`src/rtl/arf_stim_pkg.sv`:
```
// Shared definitions for the ARF stimulus generator: FSM states, vector
// geometry, LFSR feedback taps and the word-index to operand-port mapping.
package arf_stim_pkg;

  // Run-control states.
  typedef enum logic [1:0] {
    IDLE    = 2'd0,
    FILL    = 2'd1,
    PRESENT = 2'd2,
    DONE    = 2'd3
  } state_t;

  // Operands produced per vector and the width of the fill counter.
  localparam int N_WORDS  = 10;
  localparam int WORD_K_W = 4;

  // Feedback taps of the 64-bit Fibonacci LFSR.
  localparam int TAP_0 = 63;
  localparam int TAP_1 = 62;
  localparam int TAP_2 = 60;
  localparam int TAP_3 = 59;

  // Position of each ARF operand within the fill order.
  localparam int IDX_IN_1_0  = 0;
  localparam int IDX_IN_2_0  = 1;
  localparam int IDX_IN_3_0  = 2;
  localparam int IDX_IN_4_0  = 3;
  localparam int IDX_IN_5_0  = 4;
  localparam int IDX_IN_6_0  = 5;
  localparam int IDX_IN_7_0  = 6;
  localparam int IDX_IN_8_0  = 7;
  localparam int IDX_IN_13_1 = 8;
  localparam int IDX_IN_14_1 = 9;

  // One LFSR advance: shift left, feedback into bit 0.
  function automatic logic [63:0] lfsr_next(input logic [63:0] l);
    return {l[62:0], l[TAP_0] ^ l[TAP_1] ^ l[TAP_2] ^ l[TAP_3]};
  endfunction

endpackage

```
`src/rtl/arf_lfsr64.sv`:
```
// 64-bit LFSR with seed load and an all-zero lockup guard on the loaded seed.
module arf_lfsr64
  import arf_stim_pkg::*;
#(
  parameter logic [63:0] SEED = 64'h0000_0000_0000_0022
) (
  input  logic        clk,
  input  logic        rst_n,
  input  logic        load,
  input  logic [63:0] seed,
  input  logic        step,
  output logic [63:0] state
);

  // Load takes priority over step; a zero seed falls back to SEED.
  always_ff @(posedge clk or negedge rst_n) begin
    if (!rst_n) begin
      state <= SEED;
    end else if (load) begin
      // NOTE: sequential state always uses non-blocking assignment so every
      // flop samples pre-edge values regardless of statement order.
      state <= (seed == 64'd0) ? SEED : seed;
    end else if (step) begin
      state <= lfsr_next(state);
    end
  end

endmodule

```
`src/rtl/arf_stim_gen.sv`:
```
// ARF stimulus generator: fills ten pseudo-random operands from a 64-bit
// LFSR, presents them with valid/ready, and repeats for test_size vectors.
// Build option: define ARF_STIM_SIGNED_EN to sign-extend each word from bit
// INPUT_W-1; otherwise words are zero-extended.
module arf_stim_gen
  import arf_stim_pkg::*;
#(
  parameter int          DATA_W  = 32,
  parameter int          INPUT_W = 16,
  parameter int          CNT_W   = 32,
  parameter logic [63:0] SEED    = 64'h0000_0000_0000_0022
) (
  input  logic              clk,
  input  logic              rst_n,
  input  logic              start,
  input  logic [CNT_W-1:0]  test_size,
  input  logic              seed_load,
  input  logic [63:0]       seed,
  output logic              vec_valid,
  input  logic              vec_ready,
  output logic [DATA_W-1:0] in_1_0,
  output logic [DATA_W-1:0] in_2_0,
  output logic [DATA_W-1:0] in_3_0,
  output logic [DATA_W-1:0] in_4_0,
  output logic [DATA_W-1:0] in_5_0,
  output logic [DATA_W-1:0] in_6_0,
  output logic [DATA_W-1:0] in_7_0,
  output logic [DATA_W-1:0] in_8_0,
  output logic [DATA_W-1:0] in_13_1,
  output logic [DATA_W-1:0] in_14_1,
  output logic [CNT_W-1:0]  vec_idx,
  output logic              busy,
  output logic              done
);

  localparam logic [WORD_K_W-1:0] LAST_K = WORD_K_W'(N_WORDS - 1);

  state_t                state;
  logic [WORD_K_W-1:0]   word_k;
  logic [CNT_W-1:0]      size_q;
  logic [CNT_W-1:0]      idx_inc;
  logic [DATA_W-1:0]     ops [N_WORDS];

  logic                  idle_or_done;
  logic                  lfsr_load;
  logic                  lfsr_step_en;
  logic [63:0]           lfsr_q;
  logic [63:0]           lfsr_nxt;
  logic [INPUT_W-1:0]    word_raw;
  logic [DATA_W-1:0]     word_ext;

  // Seed loading is honoured only while not in a run; stepping only in FILL.
  assign idle_or_done = (state == IDLE) || (state == DONE);
  assign lfsr_load    = idle_or_done & seed_load;
  assign lfsr_step_en = (state == FILL);

  arf_lfsr64 #(
    .SEED (SEED)
  ) u_lfsr (
    .clk   (clk),
    .rst_n (rst_n),
    .load  (lfsr_load),
    .seed  (seed),
    .step  (lfsr_step_en),
    .state (lfsr_q)
  );

  // The operand word is taken from the post-step LFSR value, top INPUT_W bits.
  assign lfsr_nxt = lfsr_next(lfsr_q);
  assign word_raw = INPUT_W'(lfsr_nxt >> (64 - INPUT_W));
  assign idx_inc  = vec_idx + CNT_W'(1);

  // Widen the raw word to the operand port width.
  always_comb begin
`ifdef ARF_STIM_SIGNED_EN
    word_ext = DATA_W'($signed(word_raw));
`else
    word_ext = DATA_W'(word_raw);
`endif
  end

  // Run-control FSM with registered handshake, status and operand outputs.
  always_ff @(posedge clk or negedge rst_n) begin
    if (!rst_n) begin
      state     <= IDLE;
      word_k    <= '0;
      size_q    <= '0;
      vec_idx   <= '0;
      vec_valid <= 1'b0;
      busy      <= 1'b0;
      done      <= 1'b0;
      // NOTE: the operand array is a handful of output registers, not a RAM,
      // so it is reset here to give defined zero outputs out of reset.
      for (int i = 0; i < N_WORDS; i++) begin
        ops[i] <= '0;
      end
    end else begin
      case (state)
        IDLE, DONE: begin
          if (start) begin
            size_q  <= test_size;
            vec_idx <= '0;
            word_k  <= '0;
            if (test_size == '0) begin
              state <= DONE;
              busy  <= 1'b0;
              done  <= 1'b1;
            end else begin
              state <= FILL;
              busy  <= 1'b1;
              done  <= 1'b0;
            end
          end
        end
        FILL: begin
          ops[word_k] <= word_ext;
          if (word_k == LAST_K) begin
            word_k    <= '0;
            state     <= PRESENT;
            vec_valid <= 1'b1;
          end else begin
            word_k <= word_k + WORD_K_W'(1);
          end
        end
        PRESENT: begin
          if (vec_ready) begin
            vec_valid <= 1'b0;
            vec_idx   <= idx_inc;
            if (idx_inc == size_q) begin
              state <= DONE;
              busy  <= 1'b0;
              done  <= 1'b1;
            end else begin
              state <= FILL;
            end
          end
        end
        default: state <= IDLE;
      endcase
    end
  end

  assign in_1_0  = ops[IDX_IN_1_0];
  assign in_2_0  = ops[IDX_IN_2_0];
  assign in_3_0  = ops[IDX_IN_3_0];
  assign in_4_0  = ops[IDX_IN_4_0];
  assign in_5_0  = ops[IDX_IN_5_0];
  assign in_6_0  = ops[IDX_IN_6_0];
  assign in_7_0  = ops[IDX_IN_7_0];
  assign in_8_0  = ops[IDX_IN_8_0];
  assign in_13_1 = ops[IDX_IN_13_1];
  assign in_14_1 = ops[IDX_IN_14_1];

endmodule

```
`config.mk`:
```
export PLATFORM = sky130hd
export DESIGN_NAME = arf_stim_gen
export DESIGN_NICKNAME = d
export VERILOG_FILES = /design/src/rtl/arf_stim_pkg.sv /design/src/rtl/arf_lfsr64.sv /design/src/rtl/arf_stim_gen.sv
export SDC_FILE = /design/constraint.sdc
export NUM_CORES = 1
export LEC_CHECK = 0
export CAP_MARGIN = 20
export CORE_MARGIN = 1
export CORE_UTILIZATION = 42
export DETAILED_ROUTE_END_ITERATION = 6
export PLACE_DENSITY = 0.73
export SETUP_SLACK_MARGIN = 0.15
export SLEW_MARGIN = 10
export SYNTH_ARGS = -nofsm -noshare
export SYNTH_HDL_FRONTEND = slang
export SYNTH_HIERARCHICAL = 1
export SYNTH_SLANG_ARGS = --single-unit
```
`constraint.sdc`:
```
create_clock -name clk -period 3.8 [get_ports clk]
set_input_delay 1.14 -clock clk [delete_from_list [all_inputs] [get_ports clk]]
set_output_delay 1.14 -clock clk [all_outputs]
set_load 0.02 [all_outputs]
```
==> results of run 1 <==
through the flow:
step	util	power (mW)
after CTS	0.543	15.4
final	0.544	15.3
after global placement	0.508	11.7
after floorplan	-	9.39
after global routing	0.544	16.2
after detailed placement	0.508	11.9
area by class of cell:
type | instances | area (um^2) | area share
repair buffers | 315 | 3190 | 0.169
clock inverters | 10 | 194 | 0.0103
well taps | 455 | 569 | 0.0302
multi-input cells | 919 | 6370 | 0.338
flip-flops and latches | 297 | 7440 | 0.395
clock buffers | 51 | 1020 | 0.0544
inverters | 13 | 48.8 | 0.00259
final timing paths:
path	depth (start not counted)	from	slack (ns)	endpoint
setup / recovery	9	vec_idx[0]$_DFFE_PN0P_	0.35	state[1]$_DFFE_PN0P_
hold / removal	2	vec_valid$_DFFE_PN0P_	0.50	vec_valid$_DFFE_PN0P_
setup reg to reg	9	vec_idx[0]$_DFFE_PN0P_	0.35	state[1]$_DFFE_PN0P_
hold reg to reg	2	vec_valid$_DFFE_PN0P_	0.50	vec_valid$_DFFE_PN0P_
max in group asynchronous	2	rst_n	2.33	u_lfsr/state[5]$_DFFE_PN1P_
min in group asynchronous	1	rst_n	0.61	in_6_0[0]$_DFFE_PN0P_
per-layer routing:
metal  share of wire  vias to the layer above  global-route usage
met5               0                        -                   0
met4           0.027                        0              0.0627
met3           0.070                       64              0.0450
met2            0.49                      418               0.340
met1            0.42                     5216               0.270
li1                -                     4818                   -
kinds of logic after synthesis:
| family | synth area share |
|---|---|
| flip-flops | 0.501 |
| AND/OR/NAND/NOR | 0.0963 |
| multiplexers | 0.191 |
| buffers and inverters | 0.112 |
| AO/OA/AOI/OAI | 0.0684 |
| XOR/XNOR | 0.0271 |
| adder cells (fa/ha/maj) | 0.00421 |
| other | 0.000253 |
placed cells by master (no fill, tap or decap), types with 6 or more instances in the layout:
master	synthesis	final
buf_4	167	13
buf_12	0	6
clkbuf_16	0	34
mux2_2	194	194
mux2i_1	65	65
clkdlybuf4s50_1	0	294
nand3_1	16	16
o31ai_1	18	18
xor2_1	19	19
a21oi_1	16	16
nand2_1	113	113
nor4_1	34	34
clkbuf_8	6	11
nor2_1	31	30
nor3_1	7	7
o21ai_0	112	112
dfrtp_1	295	293
conb_1	1	160
nand4_1	23	23
xnor2_1	27	27
inv_1	13	13
clkbuf_1	36	6
report_power, final:
group | switching (mW) | internal [mW] | leakage [nW] | total [mW]
clock | 1.36 | 2.10 | 0.596 | 3.46
sequential | 1.09 | 4.44 | 3.84 | 5.52
combinational | 3.23 | 3.09 | 3.89 | 6.32
total | 5.68 | 9.63 | 8.32 | 15.3
repair_timing:
| item | in CTS | in global routing |
|---|---|---|
| gates resized for setup | 0 | 4 |
| endpoints found under the hold margin | 0 | 0 |
| endpoints found under the setup margin | 0 | 3 |
| hold buffers | 0 | 0 |
worst min-delay path, cell delays in order, from the launching register on:
cell and delay [ns]:
dfrtp_1 0.36, nand2_1 0.06, nand2_1 0.04
==> metrics.cfg, run 1 <==
[logic_synthesis]
yosysTopAreaCellShare = 0.497
ys_seq_area_frac = 0.501
ys_warn_count = 6
yosys-top-cells-area = dfrtp_1 50%, mux2_2 15%, buf_4 8.4%
syn_area_um2 = 14800
yosys.cell_types.count = 66
yosysMostFrequentCell = dfrtp_1
synthCells = 1307
async_flop_share = 1.00
synth.avg_cell_area_um2 = 11.4
synth_flop_cell = dfrtp_1
synth_common_cells = 295 x dfrtp_1, 194 x mux2_2, 167 x buf_4
synth_top_cell_by_area = dfrtp_1
synth_edf_count = 0
ys_ff_latch = 297

[final_layout]
drive_gt1_frac = 0.187
final_cells = 2060
fin_nets = 1686
antenna_cells = 0
final.fill_count = 2960
final_area_um2 = 18800
reg_top3 = u_lfsr/state: 64 flops, size_q: 32 flops, vec_idx: 32 flops
regMostFlops = u_lfsr/state
areaGrowthSynthToFinish_pct = 26.9
largest_reg_flops = 64

[floorplanning]
core-area_um2 = 34600
die_h_um = 190
die-area_um2 = 36100
die_w_um = 190
ios = 456
rows = 68
start_util = 0.429

[clock_tree]
htreeDepth = 2
clkSinkCount = 297
clk_latency_ns = 0.54
cts_setup_buffers = 0
tritoncts = built
cts_buffers = 34
cts.clk_slew.worst_paths_ns = 0.06
cts_buffer_depth = 3
cts-root-buf = clkbuf_16

[detailed_routing]
num_vias = 10500
dr.pass1.iters = 5
wire_per_inst_um = 18.5
first_iter_violations = 656
postRouteAntennaNets = 0
drc = 0
wirelength_um = 38100
via_per_inst = 5.10

[critical_path]
crit_arrival_ns = 3.89
end_kind = flip-flop
crit_slowest_cell = or4_4
crit_family = simple AND/OR/NAND/NOR gates
worst_setup_path_start_kind = flip-flop
path_buf_inv = 0
cp_common_cell = nand4_1
crit_type = flip-flop to flip-flop
cp.required_ns = 4.24
critical_path.max_stage_delay_ns = 0.60
critPathMaxFanout = 8
path_cells = ha_1 > nand3_1 > or4_4 > a2111oi_1 > nand4_1 > nor4_1 > nand4_1 > or4_1 > a21oi_1

[sta]
fin_crit_sh = 0.908
finalSetupTns_ns = 0
tightest_slew_ns = 1.11
finalMaxSlewViolations = 0
whs_ns = 0.500
grt_setup_unrepaired = no
clock_skew_ns = 0.0295
hold_viol = 0
relSlewSlack = 0.260
clock.fmax_mhz = 290
final-setup-viol-count = 0
fin_ws_ns = 0.351
final.min_clock_period_ns = 3.45

[placed_design]
finalWeightedCongestion = 0.915
post_dp_cell_area_um2 = 17600
hpwl_um = 26900
post-place-ws_ns = 0.308
portBuffers = 295
dp.cells = 1998

[global_routing]
grt_pass1_wl_um = 58100
antenna_found_initial = 1
grt-ovfl-total = 0
track_usage = 0.206
grt_max_degree = 85
grt_pass1_vias = 10100

[power_and_ir_drop]
p_leak_nw = 8.32
p_per_area_nw_per_um2 = 813
peakVddDrop_uv = 575

[status]
status = finished, final reports clean

[min_path]
hold_class = flip-flop to flip-flop

[flow_run]
max_cap_viol_count = 0

Power figures use the tool's default switching activity.
==> inputs of run 2 (changes only) <==
- GPL_ROUTABILITY_DRIVEN: default -> 0
==> run 2 against run 1 <==
Compared with the run above: flip-flop and latch count is the same; register-to-register slack gained 0.02 ns; critical path depth is the same; total power shrank 1.2%; clock power shrank 6.1%; combinational power is essentially flat; clock-buffer cell count shrank 6; non-clock buffer count grew 2; critical path type unchanged; highest routed layer unchanged.
==> metrics.cfg, run 2 (synthesis gave the netlist of run 1 again) <==
[status]
status = finished, final reports clean

[final_layout]
final_area_um2 = 18700  ; -0.56%
antenna_cells = 0  ; unchanged
layout_commonest_cell = dfrtp_1
layout_common_cells = 295 x dfrtp_1, 294 x clkdlybuf4s50_1, 194 x mux2_2
areaGrowthSynthToFinish_pct = 26.2
fin_nets = 1688  ; +0.12%
register_area_um2 = 7430  ; about the same
largest_reg_flops = 64  ; unchanged
regMostFlops = u_lfsr/state
final_cells = 2059  ; -0.049%
reg_top3 = u_lfsr/state: 64 flops, size_q: 32 flops, vec_idx: 32 flops
drive_gt1_frac = 0.186  ; -0.000507
multiInputGateArea_um2 = 6370  ; -0.12%
final.fill_count = 2961  ; +0.034%

[floorplanning]
rows = 68  ; unchanged
ios = 456  ; unchanged
die-area_um2 = 36100  ; unchanged
start_util = 0.429  ; unchanged
core-area_um2 = 34600  ; unchanged
die_h_um = 190  ; unchanged
die_w_um = 190  ; unchanged

[sta]
clock.fmax_mhz = 292  ; +0.67%
grt_setup_unrepaired = no
clock_skew_ns = 0.0197  ; -0.00983 ns
final.min_clock_period_ns = 3.43  ; -0.0230 ns
hold_viol = 0  ; unchanged
whs_ns = 0.498  ; -0.00156 ns
fin_ws_ns = 0.374  ; +0.0230 ns
finalSetupTns_ns = 0  ; unchanged
fin_crit_sh = 0.901  ; -0.00604
tightest_slew_ns = 1.09  ; -0.0166 ns
finalMaxSlewViolations = 0  ; unchanged
final-setup-viol-count = 0  ; unchanged
relSlewSlack = 0.271  ; +0.0110

[power_and_ir_drop]
clockPowerShare = 0.215  ; -0.011
switchingPower_mw = 5.63  ; -0.86%
comb_power_share = 0.419  ; +0.006
sw_frac_of_total = 0.373  ; +0.00140
p_leak_nw = 8.29  ; -0.37%
p_seq_frac = 0.366  ; +0.005
intPower_mw = 9.49  ; -1.5%
peakVddDrop_uv = 626  ; +8.9%
p_per_area_nw_per_um2 = 807  ; -0.68%

[critical_path]
path_cells = ha_1 > nand3_1 > or4_4 > a2111oi_0 > nand4_1 > nor4_1 > nand4_1 > or4_1 > a21oi_1
cp.required_ns = 4.23  ; about the same
reg2reg_depth = 9  ; unchanged
worst_setup_path_start_kind = flip-flop
path_buf_inv = 0  ; unchanged
cp_common_cell = nand4_1
critical_path.max_stage_delay_ns = 0.59  ; about the same
crit_type = flip-flop to flip-flop
crit_arrival_ns = 3.85  ; -0.04 ns
critPathMaxFanout = 8  ; unchanged
end_kind = flip-flop
crit_family = simple AND/OR/NAND/NOR gates
crit_slowest_cell = or4_4
crit_cells = 9  ; unchanged

[detailed_routing]
dr.pass1.iters = 5  ; unchanged
drc = 0  ; unchanged
wire_per_inst_um = 18.6  ; +0.53%
num_vias = 10500  ; +0.29%
first_iter_violations = 746  ; +14%
wirelength_um = 38300  ; +0.48%
postRouteAntennaNets = 0  ; unchanged
via_per_inst = 5.12  ; +0.33%

[clock_tree]
tritoncts = built
cts_buffers = 34  ; unchanged
htreeDepth = 2  ; unchanged
cts_hold_repair.buffers = 0  ; unchanged
clk_latency_ns = 0.51  ; -0.03 ns
cts_buffer_depth = 3  ; unchanged
cts-root-buf = clkbuf_16
cts_resized = 0  ; unchanged
cts.clk_slew.worst_paths_ns = 0.06  ; about the same
cts_setup_buffers = 0  ; unchanged
clkSinkCount = 297  ; unchanged

[global_routing]
grt_pass1_vias = 10100  ; -0.24%
grt_pass1_wl_um = 58400  ; +0.45%
grt-ovfl-total = 0  ; unchanged
track_usage = 0.207  ; +0.000969
antenna_found_initial = 0  ; -1
grt_max_degree = 76  ; -11%

[placed_design]
post_dp_cell_area_um2 = 17600  ; about the same
dp.cells = 2001  ; +0.15%
portBuffers = 295  ; unchanged
post-place-ws_ns = 0.349  ; +0.0416 ns
hpwl_um = 27100  ; +0.72%

[min_path]
worstHoldPathCells = 2  ; unchanged
hold_class = flip-flop to flip-flop

[flow_run]
max_cap_viol_count = 0  ; unchanged

-- run 2: cell types whose count changed in the layout (fill, tap and decap cells not counted), sizes merged --
cell,previous run,this run
bufinv,3,2
buf,21,23
clkbuf,51,45
clkinv,6,9
clkinvlp,0,1
-- run 2: power groups by stage --
stage | Combinational (mW) | Clock, mW | Sequential (mW)
floorplan | 3.45 | 0 | 5.94
global placement | 6.21 | 0 | 5.53
detailed placement | 6.33 | 0 | 5.59
CTS | 6.37 | 3.35 | 5.55
global route | 6.77 | 3.47 | 5.71
finish | 6.33 | 3.25 | 5.54
-- run 2: final cells by class --
type                            instances  area share
Clock inverter                         13     0.00768
Clock buffer                           45      0.0525
Timing Repair Buffer                  317       0.170
Multi-Input combinational cell        919       0.340
Sequential cell                       297       0.397
Tap cell                              455      0.0304
Inverter                               13     0.00260
-- run 2: worst paths after layout --
path,from,end,slack (ns)
worst max-delay path,vec_idx[0]$_DFFE_PN0P_,state[1]$_DFFE_PN0P_,0.37
worst min-delay path,vec_valid$_DFFE_PN0P_,vec_valid$_DFFE_PN0P_,0.50
worst max register to register,vec_idx[0]$_DFFE_PN0P_,state[1]$_DFFE_PN0P_,0.37
worst min register to register,vec_valid$_DFFE_PN0P_,vec_valid$_DFFE_PN0P_,0.50
max in group asynchronous,rst_n,vec_idx[9]$_DFFE_PN0P_,2.41
min in group asynchronous,rst_n,in_13_1[1]$_DFFE_PN0P_,0.61
-- run 2: layer usage --
layer / track usage / up-vias / part of all wire
met5: 0 / - / 0
met4: 0.0627 / 0 / 0.025
met3: 0.0457 / 55 / 0.071
met2: 0.339 / 428 / 0.49
met1: 0.273 / 5234 / 0.42
li1: - / 4829 / -
-- run 2: worst reg2reg max path, stage by stage (launching register included) --
cell and delay [ns]:
dfrtp_1 0.52, ha_1 0.29, nand3_1 0.23, or4_4 0.59, a2111oi_0 0.40, nand4_1 0.15
nor4_1 0.28, nand4_1 0.17, or4_1 0.56, a21oi_1 0.17
-- run 2: through the flow --
| step | power (mW) | util |
|---|---|---|
| after floorplan | 9.39 | - |
| after global placement | 11.7 | 0.508 |
| after detailed placement | 11.9 | 0.508 |
| after CTS | 15.3 | 0.541 |
| after global routing | 16.0 | 0.541 |
| final | 15.1 | 0.541 |
==> inputs of run 3 (changes only) <==
- REMOVE_ABC_BUFFERS: default -> 1
==> run 3 against run 2 <==
Compared with the run above: combinational power up 1%; first-iteration DRC count down 18%; sequential power down 0.9%; utilization grew 0.44 points; highest routed layer unchanged.
==> metrics.cfg, run 3 (synthesis gave the netlist of run 1 again) <==
[sta]
final.min_clock_period_ns = 3.44  ; +0.00939 ns
clock.fmax_mhz = 291  ; -0.27%
clock_skew_ns = 0.0264  ; +0.00675 ns
fin_ws_ns = 0.365  ; -0.00939 ns
fin_crit_sh = 0.904  ; +0.00247
tightest_slew_ns = 1.06  ; -0.0304 ns
grt_setup_unrepaired = no
hold_viol = 0  ; unchanged
whs_ns = 0.504  ; +0.00556 ns
relSlewSlack = 0.291  ; +0.0202
finalMaxSlewViolations = 0  ; unchanged
final-setup-viol-count = 0  ; unchanged
finalSetupTns_ns = 0  ; unchanged

[clock_tree]
cts-root-buf = clkbuf_16
tritoncts = built
cts_hold_repair.buffers = 0  ; unchanged
clkSinkCount = 297  ; unchanged
htreeDepth = 2  ; unchanged
cts.clk_slew.worst_paths_ns = 0.06  ; about the same
clk_latency_ns = 0.53  ; +0.02 ns
cts_buffers = 35  ; +2.9%
cts_buffer_depth = 3  ; unchanged

[detailed_routing]
first_iter_violations = 611  ; -18%
postRouteAntennaNets = 0  ; unchanged
via_per_inst = 5.16  ; +0.75%
wire_per_inst_um = 19.3  ; +3.8%
wirelength_um = 39900  ; +4.3%
drc = 0  ; unchanged
dr.pass1.iters = 5  ; unchanged
num_vias = 10700  ; +1.2%

[final_layout]
largest_reg_flops = 64  ; unchanged
final_cells = 2069  ; +0.49%
layout_common_cells = 294 x dfrtp_1, 294 x clkdlybuf4s50_1, 194 x mux2_2
drive_gt1_frac = 0.191  ; +0.00454
fin_nets = 1692  ; +0.24%
final_util = 0.545  ; +0.00444
reg_top3 = u_lfsr/state: 64 flops, size_q: 32 flops, vec_idx: 32 flops
areaGrowthSynthToFinish_pct = 27.2
regMostFlops = u_lfsr/state
final_area_um2 = 18900  ; +0.82%

[power_and_ir_drop]
p_leak_nw = 8.36  ; +0.84%
p_per_area_nw_per_um2 = 818  ; +1.4%
peakVddDrop_uv = 708  ; +13%
total_power_mw = 15.5  ; +2.2%

[floorplanning]
rows = 68  ; unchanged
die_w_um = 190  ; unchanged
core-area_um2 = 34600  ; unchanged
start_util = 0.429  ; unchanged
die-area_um2 = 36100  ; unchanged
ios = 456  ; unchanged
die_h_um = 190  ; unchanged

[global_routing]
track_usage = 0.218  ; +0.0104
grt-ovfl-total = 0  ; unchanged
antenna_found_initial = 1  ; +1
grt_pass1_vias = 10600  ; +5.6%
grt_pass1_wl_um = 60800  ; +4.1%
grt_max_degree = 91  ; +20%

[placed_design]
portBuffers = 295  ; unchanged
hpwl_um = 27900  ; +2.7%
post_dp_cell_area_um2 = 17600  ; about the same
dp.cells = 2003  ; +0.10%
post-place-ws_ns = 0.303  ; -0.0460 ns

[min_path]
hold_class = flip-flop to flip-flop

[flow_run]
max_cap_viol_count = 0  ; unchanged

[critical_path]
cp.required_ns = 4.25  ; +0.02 ns
end_kind = flip-flop
critPathMaxFanout = 10  ; +2
crit_arrival_ns = 3.89  ; +0.04 ns
worst_setup_path_start_kind = flip-flop
crit_type = flip-flop to flip-flop

[status]
status = finished, final reports clean

## run 3: path summary, 6_finish.rpt
path                                   startpoint                endpoint  slack [ns]  cells after the start
setup / recovery           vec_idx[4]$_DFFE_PN0P_        done$_DFFE_PN0P_        0.36                      9
hold / removal              in_5_0[7]$_DFFE_PN0P_   in_5_0[7]$_DFFE_PN0P_        0.50                      1
setup reg to reg           vec_idx[4]$_DFFE_PN0P_        done$_DFFE_PN0P_        0.36                      9
hold reg to reg             in_5_0[7]$_DFFE_PN0P_   in_5_0[7]$_DFFE_PN0P_        0.50                      1
max in group asynchronous                   rst_n  size_q[27]$_DFFE_PN0P_        2.34                      2
min in group asynchronous                   rst_n  in_3_0[15]$_DFFE_PN0P_        0.63                      1
## run 3: repair_timing
item,in CTS,in global routing
resized for setup,0,3
endpoints found under the setup margin,0,3
buffers inserted,0,0
## run 3: worst max-delay path, cell delays in order (launching register included)
cell      delay [ns]
dfrtp_1         0.50
nand3_1         0.24
buf_4           0.23
or4_4           0.56
nor2_4          0.15
or4b_1          0.47
a211oi_2        0.26
nand4_1         0.19
nor4b_1         0.49
o221a_2         0.27
## run 3: cell type report
class | count | area [um^2]
Clock buffer | 48 | 995
Antenna cell | 1 | 2.50
Tap cell | 455 | 569
Inverter | 13 | 48.8
Sequential cell | 297 | 7440
Multi-Input combinational cell | 919 | 6380
Timing Repair Buffer | 320 | 3200
Clock inverter | 16 | 250
Fill cell | 2964 | 15700
## run 3: routing by layer
metal  GRT usage  vias to the layer above  part of all wire
li1            -                     4846                 -
met4      0.0822                        0             0.030
met1       0.274                     5304              0.41
met2       0.351                      452              0.47
met3      0.0662                       75             0.087
met5           0                        -                 0
## run 3: power breakdown
part	switching, mW	internal, mW	total [mW]
registers	1.05	4.44	5.49
logic	3.32	3.09	6.41
clock network	1.37	2.20	3.56
